File: src/rtl/dmem_arbiter_if.sv
// Bundle of both requester ports and the data-memory port of dmem_arbiter.
// The slave modport is the arbiter's view; master is the requesters' and memory's view.
interface dmem_arbiter_if;
  logic        m0_req,    m1_req;
  logic        m0_we,     m1_we;
  logic [1:0]  m0_size,   m1_size;
  logic        m0_uns,    m1_uns;
  logic [31:0] m0_addr,   m1_addr;
  logic [31:0] m0_wdata,  m1_wdata;
  logic        m0_gnt,    m1_gnt;
  logic        m0_rvalid, m1_rvalid;
  logic [31:0] m0_rdata,  m1_rdata;
  logic        m0_err,    m1_err;
  logic        mem_en;
  logic        mem_we;
  logic [3:0]  mem_be;
  logic [31:0] mem_addr;
  logic [31:0] mem_wdata;
  logic [31:0] mem_rdata;

  modport slave (
    input  m0_req, m0_we, m0_size, m0_uns, m0_addr, m0_wdata,
    input  m1_req, m1_we, m1_size, m1_uns, m1_addr, m1_wdata,
    output m0_gnt, m0_rvalid, m0_rdata, m0_err,
    output m1_gnt, m1_rvalid, m1_rdata, m1_err,
    output mem_en, mem_we, mem_be, mem_addr, mem_wdata,
    input  mem_rdata
  );

  modport master (
    output m0_req, m0_we, m0_size, m0_uns, m0_addr, m0_wdata,
    output m1_req, m1_we, m1_size, m1_uns, m1_addr, m1_wdata,
    input  m0_gnt, m0_rvalid, m0_rdata, m0_err,
    input  m1_gnt, m1_rvalid, m1_rdata, m1_err,
    input  mem_en, mem_we, mem_be, mem_addr, mem_wdata,
    output mem_rdata
  );
endinterface

File: src/rtl/dmem_arbiter.sv
// Round-robin two-requester arbiter for the data memory: grant / access / response
// sequencing, byte-lane strobes, write-data replication and load alignment/extension.
module dmem_arbiter #(
    parameter int unsigned DEPTH_WORDS = 256
) (
    input logic         clk,
    input logic         rst_n,
    dmem_arbiter_if.slave bus
);

    typedef enum logic [1:0] {IDLE, ACCESS, RESP} state_t;

    state_t      state, state_nxt;
    logic        last_q;
    logic        id_q, we_q, uns_q, err_q;
    logic [1:0]  size_q;
    logic [31:0] addr_q, wdata_q;
    logic [31:0] rdata0_q, rdata1_q;

    logic        grant, sel;
    logic        s_we, s_uns, s_err;
    logic [1:0]  s_size;
    logic [31:0] s_addr, s_wdata;

    logic        access_ok;
    logic [3:0]  be;
    logic [31:0] wdata_rep;
    logic [31:0] shifted;
    logic [31:0] load_res;

    // gnt is gated by rst_n so every output reads 0 while reset is held
    always_comb begin
        grant = 1'b0;
        sel   = 1'b0;
        if (state == IDLE && rst_n) begin
            if (bus.m0_req && bus.m1_req) begin
                grant = 1'b1;
                sel   = ~last_q;
            end else if (bus.m0_req) begin
                grant = 1'b1;
                sel   = 1'b0;
            end else if (bus.m1_req) begin
                grant = 1'b1;
                sel   = 1'b1;
            end
        end
    end

    always_comb begin
        s_we    = sel ? bus.m1_we    : bus.m0_we;
        s_size  = sel ? bus.m1_size  : bus.m0_size;
        s_uns   = sel ? bus.m1_uns   : bus.m0_uns;
        s_addr  = sel ? bus.m1_addr  : bus.m0_addr;
        s_wdata = sel ? bus.m1_wdata : bus.m0_wdata;
        s_err   = 1'b0;
        if (s_size == 2'b11)                         s_err = 1'b1;
        if (s_size == 2'b01 && s_addr[0])            s_err = 1'b1;
        if (s_size == 2'b10 && s_addr[1:0] != 2'b00) s_err = 1'b1;
        if (s_addr[31:2] >= 30'(DEPTH_WORDS))        s_err = 1'b1;
    end

    assign bus.m0_gnt = grant & ~sel;
    assign bus.m1_gnt = grant &  sel;

    always_comb begin
        state_nxt = state;
        case (state)
            IDLE:    if (grant) state_nxt = ACCESS;
            ACCESS:  state_nxt = RESP;
            RESP:    state_nxt = IDLE;
            default: state_nxt = IDLE;
        endcase
    end

    always_ff @(posedge clk or negedge rst_n) begin
        if (!rst_n) begin
            state <= IDLE;
            last_q <= 1'b1;
        end else begin
            state <= state_nxt;
            if (grant) last_q <= sel;
        end
    end

    always_ff @(posedge clk or negedge rst_n) begin
        if (!rst_n) begin
            id_q    <= 1'b0;
            we_q    <= 1'b0;
            uns_q   <= 1'b0;
            err_q   <= 1'b0;
            size_q  <= '0;
            addr_q  <= '0;
            wdata_q <= '0;
        end else if (grant) begin
            id_q    <= sel;
            we_q    <= s_we;
            uns_q   <= s_uns;
            err_q   <= s_err;
            size_q  <= s_size;
            addr_q  <= s_addr;
            wdata_q <= s_wdata;
        end
    end

    assign access_ok = (state == ACCESS) && !err_q;

    always_comb begin
        be        = 4'b0000;
        wdata_rep = '0;
        case (size_q)
            2'b00: begin
                be        = 4'b0001 << addr_q[1:0];
                wdata_rep = {4{wdata_q[7:0]}};
            end
            2'b01: begin
                be        = 4'b0011 << addr_q[1:0];
                wdata_rep = {2{wdata_q[15:0]}};
            end
            2'b10: begin
                be        = 4'b1111;
                wdata_rep = wdata_q;
            end
            default: begin
                be        = 4'b0000;
                wdata_rep = '0;
            end
        endcase
    end

    assign bus.mem_en    = access_ok;
    assign bus.mem_we    = access_ok & we_q;
    assign bus.mem_be    = (access_ok && we_q) ? be : 4'b0000;
    assign bus.mem_addr  = access_ok ? {addr_q[31:2], 2'b00} : '0;
    assign bus.mem_wdata = (access_ok && we_q) ? wdata_rep : '0;

    always_comb begin
        shifted  = bus.mem_rdata >> {addr_q[1:0], 3'b000};
        load_res = '0;
        if (access_ok && !we_q) begin
            case (size_q)
                2'b00:   load_res = uns_q ? {24'h000000, shifted[7:0]}
                                          : {{24{shifted[7]}}, shifted[7:0]};
                2'b01:   load_res = uns_q ? {16'h0000, shifted[15:0]}
                                          : {{16{shifted[15]}}, shifted[15:0]};
                default: load_res = bus.mem_rdata;
            endcase
        end
    end

    // Result is latched at the end of ACCESS so it is already valid during RESP
    always_ff @(posedge clk or negedge rst_n) begin
        if (!rst_n) begin
            rdata0_q <= '0;
            rdata1_q <= '0;
        end else if (state == ACCESS) begin
            if (id_q) rdata1_q <= load_res;
            else      rdata0_q <= load_res;
        end
    end

    assign bus.m0_rvalid = (state == RESP) && !id_q;
    assign bus.m1_rvalid = (state == RESP) &&  id_q;
    assign bus.m0_err    = bus.m0_rvalid & err_q;
    assign bus.m1_err    = bus.m1_rvalid & err_q;
    assign bus.m0_rdata  = rdata0_q;
    assign bus.m1_rdata  = rdata1_q;

endmodule

File: src/flat_wrapper.sv
// flat-port wrapper written by rule: the top's interface ports become plain ports
module dmem_arbiter_flat 
#(
    parameter int unsigned DEPTH_WORDS = 256
)
  (clk, rst_n, bus_m0_req, bus_m0_we, bus_m0_size, bus_m0_uns, bus_m0_addr, bus_m0_wdata, bus_m1_req, bus_m1_we, bus_m1_size, bus_m1_uns, bus_m1_addr, bus_m1_wdata, bus_m0_gnt, bus_m0_rvalid, bus_m0_rdata, bus_m0_err, bus_m1_gnt, bus_m1_rvalid, bus_m1_rdata, bus_m1_err, bus_mem_en, bus_mem_we, bus_mem_be, bus_mem_addr, bus_mem_wdata, bus_mem_rdata);
  dmem_arbiter_if bus_i ();
  input logic clk;
  input logic rst_n;
  input wire logic [$bits(bus_i.m0_req)-1:0] bus_m0_req;
  input wire logic [$bits(bus_i.m0_we)-1:0] bus_m0_we;
  input wire logic [$bits(bus_i.m0_size)-1:0] bus_m0_size;
  input wire logic [$bits(bus_i.m0_uns)-1:0] bus_m0_uns;
  input wire logic [$bits(bus_i.m0_addr)-1:0] bus_m0_addr;
  input wire logic [$bits(bus_i.m0_wdata)-1:0] bus_m0_wdata;
  input wire logic [$bits(bus_i.m1_req)-1:0] bus_m1_req;
  input wire logic [$bits(bus_i.m1_we)-1:0] bus_m1_we;
  input wire logic [$bits(bus_i.m1_size)-1:0] bus_m1_size;
  input wire logic [$bits(bus_i.m1_uns)-1:0] bus_m1_uns;
  input wire logic [$bits(bus_i.m1_addr)-1:0] bus_m1_addr;
  input wire logic [$bits(bus_i.m1_wdata)-1:0] bus_m1_wdata;
  output wire logic [$bits(bus_i.m0_gnt)-1:0] bus_m0_gnt;
  output wire logic [$bits(bus_i.m0_rvalid)-1:0] bus_m0_rvalid;
  output wire logic [$bits(bus_i.m0_rdata)-1:0] bus_m0_rdata;
  output wire logic [$bits(bus_i.m0_err)-1:0] bus_m0_err;
  output wire logic [$bits(bus_i.m1_gnt)-1:0] bus_m1_gnt;
  output wire logic [$bits(bus_i.m1_rvalid)-1:0] bus_m1_rvalid;
  output wire logic [$bits(bus_i.m1_rdata)-1:0] bus_m1_rdata;
  output wire logic [$bits(bus_i.m1_err)-1:0] bus_m1_err;
  output wire logic [$bits(bus_i.mem_en)-1:0] bus_mem_en;
  output wire logic [$bits(bus_i.mem_we)-1:0] bus_mem_we;
  output wire logic [$bits(bus_i.mem_be)-1:0] bus_mem_be;
  output wire logic [$bits(bus_i.mem_addr)-1:0] bus_mem_addr;
  output wire logic [$bits(bus_i.mem_wdata)-1:0] bus_mem_wdata;
  input wire logic [$bits(bus_i.mem_rdata)-1:0] bus_mem_rdata;
  assign bus_i.m0_req = bus_m0_req;
  assign bus_i.m0_we = bus_m0_we;
  assign bus_i.m0_size = bus_m0_size;
  assign bus_i.m0_uns = bus_m0_uns;
  assign bus_i.m0_addr = bus_m0_addr;
  assign bus_i.m0_wdata = bus_m0_wdata;
  assign bus_i.m1_req = bus_m1_req;
  assign bus_i.m1_we = bus_m1_we;
  assign bus_i.m1_size = bus_m1_size;
  assign bus_i.m1_uns = bus_m1_uns;
  assign bus_i.m1_addr = bus_m1_addr;
  assign bus_i.m1_wdata = bus_m1_wdata;
  assign bus_m0_gnt = bus_i.m0_gnt;
  assign bus_m0_rvalid = bus_i.m0_rvalid;
  assign bus_m0_rdata = bus_i.m0_rdata;
  assign bus_m0_err = bus_i.m0_err;
  assign bus_m1_gnt = bus_i.m1_gnt;
  assign bus_m1_rvalid = bus_i.m1_rvalid;
  assign bus_m1_rdata = bus_i.m1_rdata;
  assign bus_m1_err = bus_i.m1_err;
  assign bus_mem_en = bus_i.mem_en;
  assign bus_mem_we = bus_i.mem_we;
  assign bus_mem_be = bus_i.mem_be;
  assign bus_mem_addr = bus_i.mem_addr;
  assign bus_mem_wdata = bus_i.mem_wdata;
  assign bus_i.mem_rdata = bus_mem_rdata;
  dmem_arbiter #(.DEPTH_WORDS(DEPTH_WORDS)) u_core (.clk(clk), .rst_n(rst_n), .bus(bus_i));
endmodule
File: config.mk
export PLATFORM = sky130hd
export DESIGN_NAME = dmem_arbiter_flat
export DESIGN_NICKNAME = d
export VERILOG_FILES = /design/src/rtl/dmem_arbiter_if.sv /design/src/rtl/dmem_arbiter.sv /design/src/flat_wrapper.sv
export SDC_FILE = /design/constraint.sdc
export NUM_CORES = 1
export LEC_CHECK = 0
export BUFFER_PORTS_ARGS = -buffer_cell sky130_fd_sc_hd__buf_4
export CAP_MARGIN = 20
export CORE_AREA = 2 2 137 139
export CTS_CLUSTER_SIZE = 25
export DETAILED_ROUTE_END_ITERATION = 8
export DIE_AREA = 0 0 139 141
export PLACE_DENSITY = 0.64
export SYNTH_ARGS = -nofsm -noshare
export SYNTH_HDL_FRONTEND = slang
export SYNTH_SLANG_ARGS = --single-unit
export TNS_END_PERCENT = 1
File: constraint.sdc
create_clock -name clk -period 3 [get_ports clk]
set_input_delay 0.15 -clock clk [delete_from_list [all_inputs] [get_ports clk]]
set_output_delay 0.15 -clock clk [all_outputs]
set_load 0.01 [all_outputs]
Word level (Yosys, flattened, before mapping):

Index checks and enable logic that the tools add are counted.

* word-level logic and storage cells: 75
* flip-flop bits (word level): 137
* input port bits: 172

* equal/unequal tests: 8
* reduce and logical (&&, ||, !) cells: 17
* bitwise operators: 8
* mux-type cells: 27
* order comparisons: 1
* shift-type cells: 3

Operator list (count)
* 32-bit 2-to-1 mux: 7
* 32-bit one-hot mux with 3 select lines: 1
* 32-bit one-hot mux with 2 select lines: 1
* 32-bit by 5-bit right shift with 16-bit output: 1
* 30-bit by 9-bit >= comparator with 1-bit output (second input constant): 1
* 1-bit 2-to-1 mux: 13
* 4-bit one-hot mux with 3 select lines: 1
* 1-bit logical AND: 9
* 2-bit equality test (second input constant): 4
* 2-bit by 1-bit equality test with 1-bit output (second input constant): 3
* 1-bit AND: 5
* 2-bit logical NOT: 2
* 2-bit 2-to-1 mux: 2
* 4-bit 2-to-1 mux: 1
* 2-bit one-hot mux with 2 select lines: 1
* 2-bit AND reduction: 2
* 1-bit by 2-bit << shifter with 4-bit output (first input constant): 1
* 2-bit by 2-bit << shifter with 4-bit output (first input constant): 1
* 1-bit logical NOT: 3
* 1-bit NOT: 3
* 2-bit by 1-bit != test with 1-bit output (second input constant): 1
* 2-bit nonzero test: 1

Logic depth before layout (Yosys ltp):

Gate-level depths: netlist (run 1).

* depth after elaboration: 10
* gate-level depth with buffers: 7

Least setup slack after synthesis (run 1):

OpenSTA, ideal clock, no wires.

* path kind: register -> register
* from: register u_core.state[1]
* to: register u_core.rdata1_q[26] (netlist: u_core.bus.m1_rdata[26])
* setup time: 0.066 ns
* path buffers: 1
* required time: 2.934 ns
* clock period less this slack: 1.746 ns
* data arrival time: 1.679 ns
* setup slack: 1.254 ns
* cell stages (with the launch flop): 6
* path through: dfrtp_1 -> nor4b_4 -> o211ai_4 -> a211oi_4 -> buf_6 -> a221o_1

* word-level cells in the longest chain between the ends: 4

Ends and longest elaborated chain
* start, declared: RTL line dmem_arbiter.sv:13 `state_t state, state_nxt;`
* start signal, assigned: RTL line dmem_arbiter.sv:80 `state <= state_nxt;`
* 2-bit by 1-bit equality test with 1-bit output (*): RTL line dmem_arbiter.sv:105, dmem_arbiter.sv:155
* 1-bit logical AND: RTL line dmem_arbiter.sv:105 `assign access_ok = (state == ACCESS) && !err_q;`
* 1-bit logical AND: RTL line dmem_arbiter.sv:139 `if (access_ok && !we_q) begin`
* 32-bit 2-to-1 mux: RTL line dmem_arbiter.sv:139
* end signal, assigned: RTL line dmem_arbiter.sv:156 `if (id_q) rdata1_q <= load_res;`
* end, declared: RTL line dmem_arbiter.sv:18 `logic [31:0] rdata0_q, rdata1_q;`

Mark *: on every way between the ends. The rest lies on a longest branch, timed or not.
A chain may end at the register's enable or synchronous reset.

Final worst setup path (run 1):

* from: register u_core.state[1]
* to: register u_core.addr_q[23]

* word-level cells in the longest chain between the ends: 4

Ends and longest elaborated chain
* 2-bit logical NOT (*): RTL line dmem_arbiter.sv:35 `if (state == IDLE && rst_n) begin`
* 1-bit logical AND (*): RTL line dmem_arbiter.sv:35
* 1-bit 2-to-1 mux: RTL line dmem_arbiter.sv:35
* 32-bit 2-to-1 mux: RTL line dmem_arbiter.sv:53 `s_addr = sel ? bus.m1_addr : bus.m0_addr;`
* end signal, assigned: RTL line dmem_arbiter.sv:100 `addr_q <= s_addr;`
* end, declared: RTL line dmem_arbiter.sv:17 `logic [31:0] addr_q, wdata_q;`

Marks and branches as above.

==> results of run 1 <==
## synthesized netlist by cell type, types with 7 or more instances
library cell / n
sky130_fd_sc_hd__dfrtp_1: 136
sky130_fd_sc_hd__nand2_1: 129
sky130_fd_sc_hd__nor2_1: 75
sky130_fd_sc_hd__clkbuf_1: 52
sky130_fd_sc_hd__o21ai_0: 49
sky130_fd_sc_hd__and2_1: 46
sky130_fd_sc_hd__a31oi_1: 35
sky130_fd_sc_hd__o22ai_1: 35
sky130_fd_sc_hd__a21oi_1: 34
sky130_fd_sc_hd__a221o_1: 32
sky130_fd_sc_hd__nor2b_1: 22
sky130_fd_sc_hd__a2bb2oi_1: 17
sky130_fd_sc_hd__a22o_1: 14
sky130_fd_sc_hd__buf_2: 8
sky130_fd_sc_hd__nor4_1: 8
sky130_fd_sc_hd__o221ai_1: 8
sky130_fd_sc_hd__o211ai_1: 7
## cell type report
cell class	instances	area [um2]	area share, %
clock buffer	19	443	4.04
clock inverter	13	193	1.76
multi-input combinational	573	3360	30.7
inverter	6	23.8	0.217
tap	234	293	2.67
sequential	137	3430	31.3
timing repair buffer	401	3220	29.3
## report_power, final
group / internal [uW] / total (uW) / switching [uW]
Clock: 1420 / 2270 / 844
Sequential: 2110 / 2340 / 232
Combinational: 774 / 1570 / 799
Total: 4310 / 6180 / 1880
## worst max-delay path, cell delays in order (launching register included)
cell	delay (ps)
sky130_fd_sc_hd__dfrtp_1	450
sky130_fd_sc_hd__nor3b_1	480
sky130_fd_sc_hd__nand2_1	160
sky130_fd_sc_hd__clkinv_2	400
sky130_fd_sc_hd__buf_4	280
sky130_fd_sc_hd__nand2_1	80
sky130_fd_sc_hd__a31oi_1	200
sky130_fd_sc_hd__dlygate4sd3_1	590
## metal layers
layer  vias to the layer above  wire length [um]  global-route usage, %
met2                       350             12700                   44.2
met5                         -                 0                      0
met4                         0               759                   10.2
met3                        56              2010                   7.03
li1                       3551                 -                      -
met1                      3595             10700                   33.3
## worst paths after layout
check / from / end / slack [ps] / cells past startpoint
worst max-delay path: u_core.state[1]$_DFFE_PN0P_ / u_core.addr_q[23]$_DFFE_PN0P_ / 290 / 7
worst min-delay path: bus_m1_addr[10] / u_core.addr_q[10]$_DFFE_PN0P_ / 10 / 3
worst max register to register: u_core.state[1]$_DFFE_PN0P_ / u_core.addr_q[23]$_DFFE_PN0P_ / 290 / 7
worst min register to register: u_core.bus.m1_rdata[1]$_DFFE_PN0P_ / u_core.bus.m1_rdata[1]$_DFFE_PN0P_ / 480 / 2
max in group asynchronous: rst_n / u_core.size_q[1]$_DFFE_PN0P_ / 1020 / 4
min in group asynchronous: rst_n / u_core.addr_q[4]$_DFFE_PN0P_ / 520 / 3
## cells by family after synthesis
logic type	after synthesis	share of synthesized area [%]
AO/OA/AOI/OAI	263	26.2
flip-flops	137	48.4
XOR/XNOR	1	0.124
other	1	0.0529
buffers and inverters	74	4.38
AND/OR/NAND/NOR	302	19.9
multiplexers	5	0.919
## flip-flops by register name, summed over array words and instances, names as in the netlist
register	cells
u_core.addr_q	32
u_core.bus.m0_rdata	32
u_core.bus.m1_rdata	32
u_core.wdata_q	32
u_core.size_q	2
u_core.state	2
u_core.err_q	1
u_core.id_q	1
u_core.last_q	1
u_core.uns_q	1
u_core.we_q	1
## timing repair
action / in CTS / in global routing
gates resized for setup: 0 / 1
setup endpoints to repair: 0 / 14
hold endpoints to repair: 115 / 1
hold buffers: 75 / 1
## through the flow
step                      setup WS (ps)  total power [uW]  area, um2  hold WS, ps
after floorplan                    1250              3170       7090         -146
after CTS                           241              6190      10900        0.165
after global routing               67.5              6500      11000         2.96
after global placement              729              3710       9560          414
after detailed placement            708              3720       9560          421
final                               287              6180      11000         12.6
==> qor.csv, run 1 <==
stage,metric,value,unit
outcome,run status,"finished, final reports clean",
timing,unrepaired setup endpoints after global routing,no,
cells_and_area,# diodes,0,
clocking,CTS Buffer Depth,2,
timing,transition at the pin with the smallest max-transition slack,938,ps
timing,final count of hold timing violations,0,
detailed_routing,Antenna Nets Post-Route,0,
synthesis,most used flip-flop cell after synthesis,sky130_fd_sc_hd__dfrtp_1,
timing,relative slew slack,37.5,%
cells_and_area,post-route core utilization,60.0,%
synthesis,Syn Inst Count,783,
timing,clock tree skew after final layout,8.38,ps
synthesis,number of distinct library cells after synthesis,55,
synthesis,Yosys warning count,0,
cells_and_area,Final Instance Count excl. Fillers,1383,
synthesis,number of enable flip-flop cells after synthesis,0,
timing,Max Transition Viols Final,0,
synthesis,async set-or-reset flop fraction in the synthesized netlist,100,%
grt,initial antenna violation count,0,
synthesis,Post-Syn Area per Cell,9.05,um2
power,"IR drop worst, VDD",0.424,mV
worst_setup_path,nature of the critical path endpoint,register,
clocking,clock tree root buffer cell,sky130_fd_sc_hd__clkbuf_16,
synthesis,"FF+latch count, synth",137,
timing,number of setup violations in the final report,0,
place,placed instance count,1275,
floorplanning,floorplan core area,18300,um2
floorplanning,boundary pin count,312,
cells_and_area,share of final-layout standard cells stronger than drive strength 1,32.7,%
detailed_routing,DR iter-0 viols,467,
worst_setup_path,critical path required time,3360,ps
grt,global route overflow,0,
detailed_routing,DRC Markers,0,
synthesis,cell area after technology mapping,7080,um2
clocking,Setup Buffers After CTS,0,
detailed_routing,number of vias per cell,5.46,
grt,wire length of the first global-routing pass,41.2,mm
worst_setup_path,startpoint types,register,
grt,largest net degree at the start of global routing,74,
place,last weighted congestion value of the routability-driven placer,0.879,
clocking,deepest level of the CTS H-tree,4,
floorplanning,std cell rows,50,
power,Power Dens Cells,564,nW/um2
cells_and_area,filler cell count,1628,
floorplanning,horizontal die dimension,139,um
floorplanning,die height,141,um
worst_setup_path,"Worst Path Class, Setup",reg2reg,
cells_and_area,most used cells in the layout excluding fill and tap cells,"sky130_fd_sc_hd__buf_4, sky130_fd_sc_hd__dfrtp_1, sky130_fd_sc_hd__nand2_1",
cells_and_area,growth of design area from synthesis to finish,54.7,%
synthesis,sequential element share of the synthesized area,48.4,%
place,Port Buffer Count,309,
timing,final critical delay including setup and external delays,2710,ps
timing,f_max,369,MHz
cells_and_area,final layout net count,1308,
detailed_routing,total number of vias,7552,
power,total leakage power,0.00514,uW
synthesis,biggest area contributors in the synthesized netlist,"sky130_fd_sc_hd__dfrtp_1, sky130_fd_sc_hd__nand2_1, sky130_fd_sc_hd__a221o_1, sky130_fd_sc_hd__and2_1, sky130_fd_sc_hd__nor2_1",
clocking,number of sinks driven by the clock tree,137,
detailed_routing,Total Wirelength,26.1,mm
synthesis,biggest area consumer among synthesized cells,sky130_fd_sc_hd__dfrtp_1,
floorplanning,effective utilization at floorplan,38.8,%
clocking,Clock Pin Slew Worst Setup and Hold Paths,60,ps
grt,global routing usage summed across all routing layers,26.6,%
detailed_routing,DR WL/cell,18.9,um
hold_path,class of the tightest hold or removal check,in2reg,
synthesis,share of the synthesized area in the top cell type,48.0,%
worst_setup_path,data arrival time of the critical path,3070,ps
timing,total negative slack for setup checks,0,ps
clocking,TritonCTS buffer count,17,
detailed_routing,First-pass DRT Iterations,7,
clocking,TritonCTS clock tree,yes,
grt,vias in the first global route,7483,
timing,period utilisation layout,90.4,%
run,maximum capacitance violations,0,
clocking,clk_lat worst skew,430,ps
worst_setup_path,maximum fanout along the worst path,38,
place,HPWL after detailed placement,18.5,mm
floorplanning,full die area,19600,um2
cells_and_area,"most common cell after layout, fill and taps aside",sky130_fd_sc_hd__buf_4,
Power figures use the tool's default switching activity.
==> inputs of run 2 (changes only) <==
--- a/config.mk
+++ b/config.mk
@@ -7,11 +7,11 @@
 export LEC_CHECK = 0
 export BUFFER_PORTS_ARGS = -buffer_cell sky130_fd_sc_hd__buf_4
 export CAP_MARGIN = 20
-export CORE_AREA = 2 2 137 139
+export CORE_AREA = 2 2 123 125
 export CTS_CLUSTER_SIZE = 25
 export DETAILED_ROUTE_END_ITERATION = 8
-export DIE_AREA = 0 0 139 141
-export PLACE_DENSITY = 0.64
+export DIE_AREA = 0 0 125 127
+export PLACE_DENSITY = 0.78
 export SYNTH_ARGS = -nofsm -noshare
 export SYNTH_HDL_FRONTEND = slang
 export SYNTH_SLANG_ARGS = --single-unit
==> run 2 against run 1 <==
  * The flow now finishes with violations (hold timing)
  * Sequential power is essentially flat
  * Worst setup slack lost 78 ps
  * Register-to-register slack lost 80 ps
  * Sequential cell count is the same
  * Hold slack lost 13 ps
  * Design area shrank 1.4%
  * Clock skew grew 11 ps
  * Clock power shrank 8%
  * Die area shrank 19%
  * Global-route usage grew 6.5 points
  * Utilization grew 15 points
  * Critical path type unchanged
==> qor.csv, run 2 (synthesized netlist as in run 1, its figures left out) <==
stage,metric,value,unit
place,last weighted congestion value of the routability-driven placer,0.902,
clocking,TritonCTS clock tree,yes,
worst_setup_path,startpoint types,register,
detailed_routing,Total Wirelength,26.5,mm
power,Power Dens Cells,557,nW/um2
detailed_routing,DR WL/cell,20.0,um
clocking,Clock Pin Slew Worst Setup and Hold Paths,60,ps
power,Switching Share,31.7,%
run,maximum capacitance violations,0,
power,clock network power share,34.8,%
worst_setup_path,critical path required time,3360,ps
cells_and_area,"most common cell after layout, fill and taps aside",sky130_fd_sc_hd__buf_4,
power,"IR drop worst, VDD",0.434,mV
timing,period utilisation layout,93.1,%
clocking,CTS Buffer Depth,2,
detailed_routing,met2 wire length,13.0,mm
detailed_routing,Top Layer Used,met4,
timing,transition at the pin with the smallest max-transition slack,865,ps
floorplanning,floorplan core area,14400,um2
detailed_routing,Met3 Wirelength,2.08,mm
timing,final critical delay including setup and external delays,2790,ps
outcome,run status,"finished, violations left",
detailed_routing,total number of vias,7767,
power,total leakage power,0.00511,uW
timing,Max Transition Viols Final,0,
floorplanning,horizontal die dimension,125,um
detailed_routing,DR iter-0 viols,711,
detailed_routing,First-pass DRT Iterations,5,
detailed_routing,number of vias per cell,5.85,
power,part of the total power dissipated in combinational logic,26.1,%
worst_setup_path,data arrival time of the critical path,3150,ps
floorplanning,die height,127,um
clocking,number of sinks driven by the clock tree,137,
clocking,TritonCTS buffer count,17,
cells_and_area,most used cells in the layout excluding fill and tap cells,"sky130_fd_sc_hd__buf_4, sky130_fd_sc_hd__dfrtp_1, sky130_fd_sc_hd__nand2_1",
hold_path,class of the tightest hold or removal check,in2reg,
timing,total negative slack for setup checks,0,ps
grt,initial antenna violation count,0,
timing,final count of hold timing violations,1,
place,HPWL after detailed placement,18.1,mm
detailed_routing,wire length on met1,10.2,mm
timing,f_max,358,MHz
worst_setup_path,timing startpoint of the critical path,u_core.state[1]$_DFFE_PN0P_,
timing,relative slew slack,42.3,%
cells_and_area,share of final-layout standard cells stronger than drive strength 1,33.2,%
floorplanning,std cell rows,44,
grt,largest net degree at the start of global routing,80,
grt,global route overflow,0,
hold_path,startpoint of the worst hold path,bus_m0_wdata[4],
clocking,deepest level of the CTS H-tree,4,
detailed_routing,DRC Markers,0,
timing,number of setup violations in the final report,0,
power,net switching component of the power,1910,uW
timing,worst hold-check slack,-0.408,ps
grt,vias in the first global route,7762,
worst_setup_path,"Worst Path Class, Setup",reg2reg,
cells_and_area,# diodes,0,
power,internal portion of total power,4110,uW
timing,clock tree skew after final layout,18.9,ps
floorplanning,effective utilization at floorplan,49.1,%
worst_setup_path,launch instance of the worst register-to-register path,u_core.state[1]$_DFFE_PN0P_,
worst_setup_path,maximum fanout along the worst path,37,
clocking,Setup Buffers After CTS,0,
cells_and_area,growth of design area from synthesis to finish,52.6,%
grt,global routing usage summed across all routing layers,33.1,%
power,total power consumption of the routed design,6020,uW
clocking,clk_lat worst skew,430,ps
timing,unrepaired setup endpoints after global routing,no,
floorplanning,full die area,15900,um2
cells_and_area,final layout net count,1303,
detailed_routing,Antenna Nets Post-Route,0,
cells_and_area,filler cell count,1061,
outcome,violated checks,hold timing,
worst_setup_path,nature of the critical path endpoint,register,
grt,wire length of the first global-routing pass,41.7,mm
place,Port Buffer Count,309,
power,sequential fraction of design power,39.2,%
clocking,clock tree root buffer cell,sky130_fd_sc_hd__clkbuf_16,
floorplanning,boundary pin count,312,
run 2: repair_timing:
action,in CTS,in global routing
endpoints found under the hold margin,102,1
setup endpoints to repair,0,15
gates resized for setup,0,1
hold buffers,68,1
run 2: final timing paths:
kind / to / slack (ps) / cells after the start
max: u_core.addr_q[4]$_DFFE_PN0P_ / 210 / 7
max in group asynchronous: u_core.last_q$_DFFE_PN1P_ / 1360 / 5
min: u_core.wdata_q[4]$_DFFE_PN0P_ / -0.4 / 3
min in group asynchronous: u_core.bus.m0_rdata[7]$_DFFE_PN0P_ / 490 / 3
min reg2reg: u_core.last_q$_DFFE_PN1P_ / 480 / 2
max reg2reg: u_core.addr_q[4]$_DFFE_PN0P_ / 210 / 7
run 2: critical path, stage by stage (launching register included):
cell and delay (ps):
sky130_fd_sc_hd__dfrtp_1 470, sky130_fd_sc_hd__nor3b_2 370, sky130_fd_sc_hd__o21ai_4 310, sky130_fd_sc_hd__inv_2 420, sky130_fd_sc_hd__buf_4 340, sky130_fd_sc_hd__nor2_1 60
sky130_fd_sc_hd__a31oi_1 160, sky130_fd_sc_hd__dlygate4sd3_1 590
run 2: power groups by stage:
stage	Sequential, uW	Clock (uW)	Combinational (uW)
final	2360	2090	1570
after global routing	2390	2180	1720
after CTS	2340	2100	1520
after detailed placement	2370	0	1350
after global placement	2370	0	1320
after floorplan	2260	0	908
run 2: stage by stage:
step	cell area (um2)	setup slack (ps)	instances	hold WS (ps)	util [%]
CTS	10800	27.9	1326	0.166	74.6
global placement	9500	659	1226	346	65.8
finish	10800	208	1328	-0.408	74.9
global route	10800	22.4	1328	4.78	74.9
detailed placement	9500	547	1226	358	65.8
floorplan	7090	1250	784	-146	-
run 2: final cells by class:
type                       instances  area [um2]  share of cell area (%)
inverter                           6        22.5                   0.208
timing repair buffer             396        3170                    29.3
multi-input combinational        573        3370                    31.1
clock inverter                    14         150                    1.39
sequential                       137        3430                    31.7
clock buffer                      18         439                    4.06
tap                              184         230                    2.13
run 2: per-layer routing:
layer,up-vias,GRT usage [%]
li1,3536,-
met1,3692,40.5
met2,445,55.1
met3,94,8.25
met4,0,15.9
met5,-,0
==> inputs of run 3 (changes only) <==
--- a/config.mk
+++ b/config.mk
@@ -7,11 +7,12 @@
 export LEC_CHECK = 0
 export BUFFER_PORTS_ARGS = -buffer_cell sky130_fd_sc_hd__buf_4
 export CAP_MARGIN = 20
-export CORE_AREA = 2 2 123 125
+export CORE_AREA = 2 2 117 130
 export CTS_CLUSTER_SIZE = 25
 export DETAILED_ROUTE_END_ITERATION = 8
-export DIE_AREA = 0 0 125 127
-export PLACE_DENSITY = 0.78
+export DIE_AREA = 0 0 119 132
+export PLACE_DENSITY = 0.79
+export SLEW_MARGIN = 15
 export SYNTH_ARGS = -nofsm -noshare
 export SYNTH_HDL_FRONTEND = slang
 export SYNTH_SLANG_ARGS = --single-unit
==> run 3 against run 2 <==
  * The run still ends with hold timing left
  * Clock power rose by 7%
  * Non-clock buffer count fell by 23
  * Design area fell by 1.7%
  * Combinational power fell by 4%
  * Clock-buffer cell count rose by 1
==> qor.csv, run 3 (synthesized netlist as in run 1, its figures left out) <==
stage,metric,value,unit
worst_setup_path,number of logic stages on the critical path including buffering,7,
clocking,TritonCTS clock tree,yes,
grt,largest net degree at the start of global routing,76,
worst_setup_path,Worst Reg2Reg Path Length in Cells,7,
timing,number of setup violations in the final report,0,
outcome,run status,"finished, violations left",
clocking,Setup Buffers After CTS,0,
timing,unrepaired setup endpoints after global routing,no,
timing,total negative slack for setup checks,0,ps
worst_setup_path,CP cell instances,"nor3b_1, o21ai_4, inv_2, buf_4, nor2_1, a31oi_1, dlygate4sd3_1",
place,placed instance count,1231,
worst_setup_path,critical path required time,3350,ps
detailed_routing,total number of vias,7602,
detailed_routing,DR WL/cell,19.7,um
detailed_routing,Total Wirelength,25.8,mm
worst_setup_path,maximum fanout along the worst path,59,
timing,period utilisation layout,89.0,%
timing,f_max,374,MHz
clocking,clk_lat worst skew,420,ps
clocking,TritonCTS buffer count,17,
grt,vias in the first global route,7657,
cells_and_area,"most common cell after layout, fill and taps aside",sky130_fd_sc_hd__buf_4,
worst_setup_path,"Worst Path Class, Setup",reg2reg,
clocking,clock tree root buffer cell,sky130_fd_sc_hd__clkbuf_16,
floorplanning,floorplan core area,14300,um2
timing,Max Transition Viols Final,0,
worst_setup_path,crit-path max cell delay,580,ps
clocking,deepest level of the CTS H-tree,4,
cells_and_area,growth of design area from synthesis to finish,50.0,%
power,total power consumption of the routed design,6100,uW
timing,worst hold-check slack,-6.61,ps
clocking,"Gates resized, CTS repair",0,
clocking,number of sinks driven by the clock tree,137,
outcome,violated checks,hold timing,
cells_and_area,most used cells in the layout excluding fill and tap cells,"sky130_fd_sc_hd__buf_4, sky130_fd_sc_hd__dfrtp_1, sky130_fd_sc_hd__nand2_1",
power,Power Dens Cells,574,nW/um2
cells_and_area,final layout net count,1280,
floorplanning,effective utilization at floorplan,49.4,%
hold_path,class of the tightest hold or removal check,in2async,
worst_setup_path,CP bufs+invs,3,
floorplanning,die height,132,um
detailed_routing,Antenna Nets Post-Route,0,
timing,final count of hold timing violations,8,
timing,clock tree skew after final layout,10.3,ps
cells_and_area,# diodes,0,
timing,relative slew slack,34.7,%
grt,global routing usage summed across all routing layers,33.2,%
clocking,Clock Pin Slew Worst Setup and Hold Paths,60,ps
floorplanning,boundary pin count,312,
grt,global route overflow,0,
detailed_routing,DRC Markers,0,
timing,transition at the pin with the smallest max-transition slack,980,ps
run,maximum capacitance violations,0,
power,"IR drop worst, VDD",0.409,mV
worst_setup_path,family with the most delay on the worst path,buffers and inverters,
cells_and_area,share of final-layout standard cells stronger than drive strength 1,33.4,%
timing,final critical delay including setup and external delays,2670,ps
worst_setup_path,startpoint types,register,
power,total leakage power,0.00505,uW
detailed_routing,number of vias per cell,5.79,
cells_and_area,Final Instance Count excl. Fillers,1312,
place,HPWL after detailed placement,18.1,mm
worst_setup_path,nature of the critical path endpoint,register,
detailed_routing,DR iter-0 viols,627,
place,Port Buffer Count,309,
floorplanning,full die area,15700,um2
floorplanning,std cell rows,46,
worst_setup_path,data arrival time of the critical path,3020,ps
grt,initial antenna violation count,0,
worst_setup_path,standard cell with the maximum stage delay on the critical path,sky130_fd_sc_hd__dlygate4sd3_1,
grt,wire length of the first global-routing pass,40.8,mm
floorplanning,horizontal die dimension,119,um
clocking,CTS Buffer Depth,2,
detailed_routing,First-pass DRT Iterations,5,
place,last weighted congestion value of the routability-driven placer,0.921,
## run 3: cell types whose count changed in the layout (fill, tap and decap cells not counted), sizes merged
cell | before | now
dlygate4sd3 | 69 | 50
clkinv | 6 | 8
inv | 6 | 5
buf | 327 | 323
clkinvlp | 6 | 1
clkbuf | 18 | 19
bufinv | 2 | 4
## run 3: repair_timing
action / in CTS / in global routing
endpoints found under the hold margin: 30 / 0
setup endpoints to repair: 0 / 0
hold buffers: 50 / 0
## run 3: worst paths after layout
kind	to	startpoint	slack, ps
worst max-delay path	u_core.addr_q[9]$_DFFE_PN0P_	u_core.state[1]$_DFFE_PN0P_	330
worst min-delay path	u_core.bus.m0_rdata[28]$_DFFE_PN0P_	rst_n	-7
worst max register to register	u_core.addr_q[9]$_DFFE_PN0P_	u_core.state[1]$_DFFE_PN0P_	330
worst min register to register	u_core.last_q$_DFFE_PN1P_	u_core.last_q$_DFFE_PN1P_	470
max in group asynchronous	u_core.size_q[1]$_DFFE_PN0P_	rst_n	1610
min in group clk	u_core.addr_q[24]$_DFFE_PN0P_	bus_m0_addr[24]	10
## run 3: final cells by class
| class | instances | area, um2 |
|---|---|---|
| fill | 1083 | 3710 |
| sequential | 137 | 3430 |
| multi-input combinational | 573 | 3360 |
| timing repair buffer | 373 | 2940 |
| clock buffer | 19 | 453 |
| tap | 192 | 240 |
| clock inverter | 12 | 174 |
| inverter | 6 | 22.5 |
## run 3: routing by layer
metal | vias up | wire length, um | GRT usage (%)
met4 | 0 | 1030 | 14.8
li1 | 3489 | - | -
met3 | 80 | 2180 | 8.48
met2 | 423 | 12900 | 56.4
met5 | - | 0 | 0
met1 | 3610 | 9750 | 39.5
## run 3: power by group
part	leakage, uW	switching [uW]	internal (uW)
sequential	0.00175	260	2110
clock	0.000309	801	1430
combinational	0.00299	781	719
total	0.00505	1840	4260
## run 3: metrics by stage
| step | hold slack, ps | worst slack (ps) | utilization (%) | area (um2) |
|---|---|---|---|---|
| 2_1_floorplan | -146 | 1250 | - | 7090 |
| 3_3_place_gp | 415 | 861 | 66.3 | 9500 |
| 3_5_place_dp | 423 | 801 | 66.3 | 9500 |
| 6_report | -6.61 | 329 | 74.1 | 10600 |
| 5_1_grt | 7.32 | 68.2 | 74.1 | 10600 |
| 4_1_cts | 0.0000278 | 347 | 74.1 | 10600 |
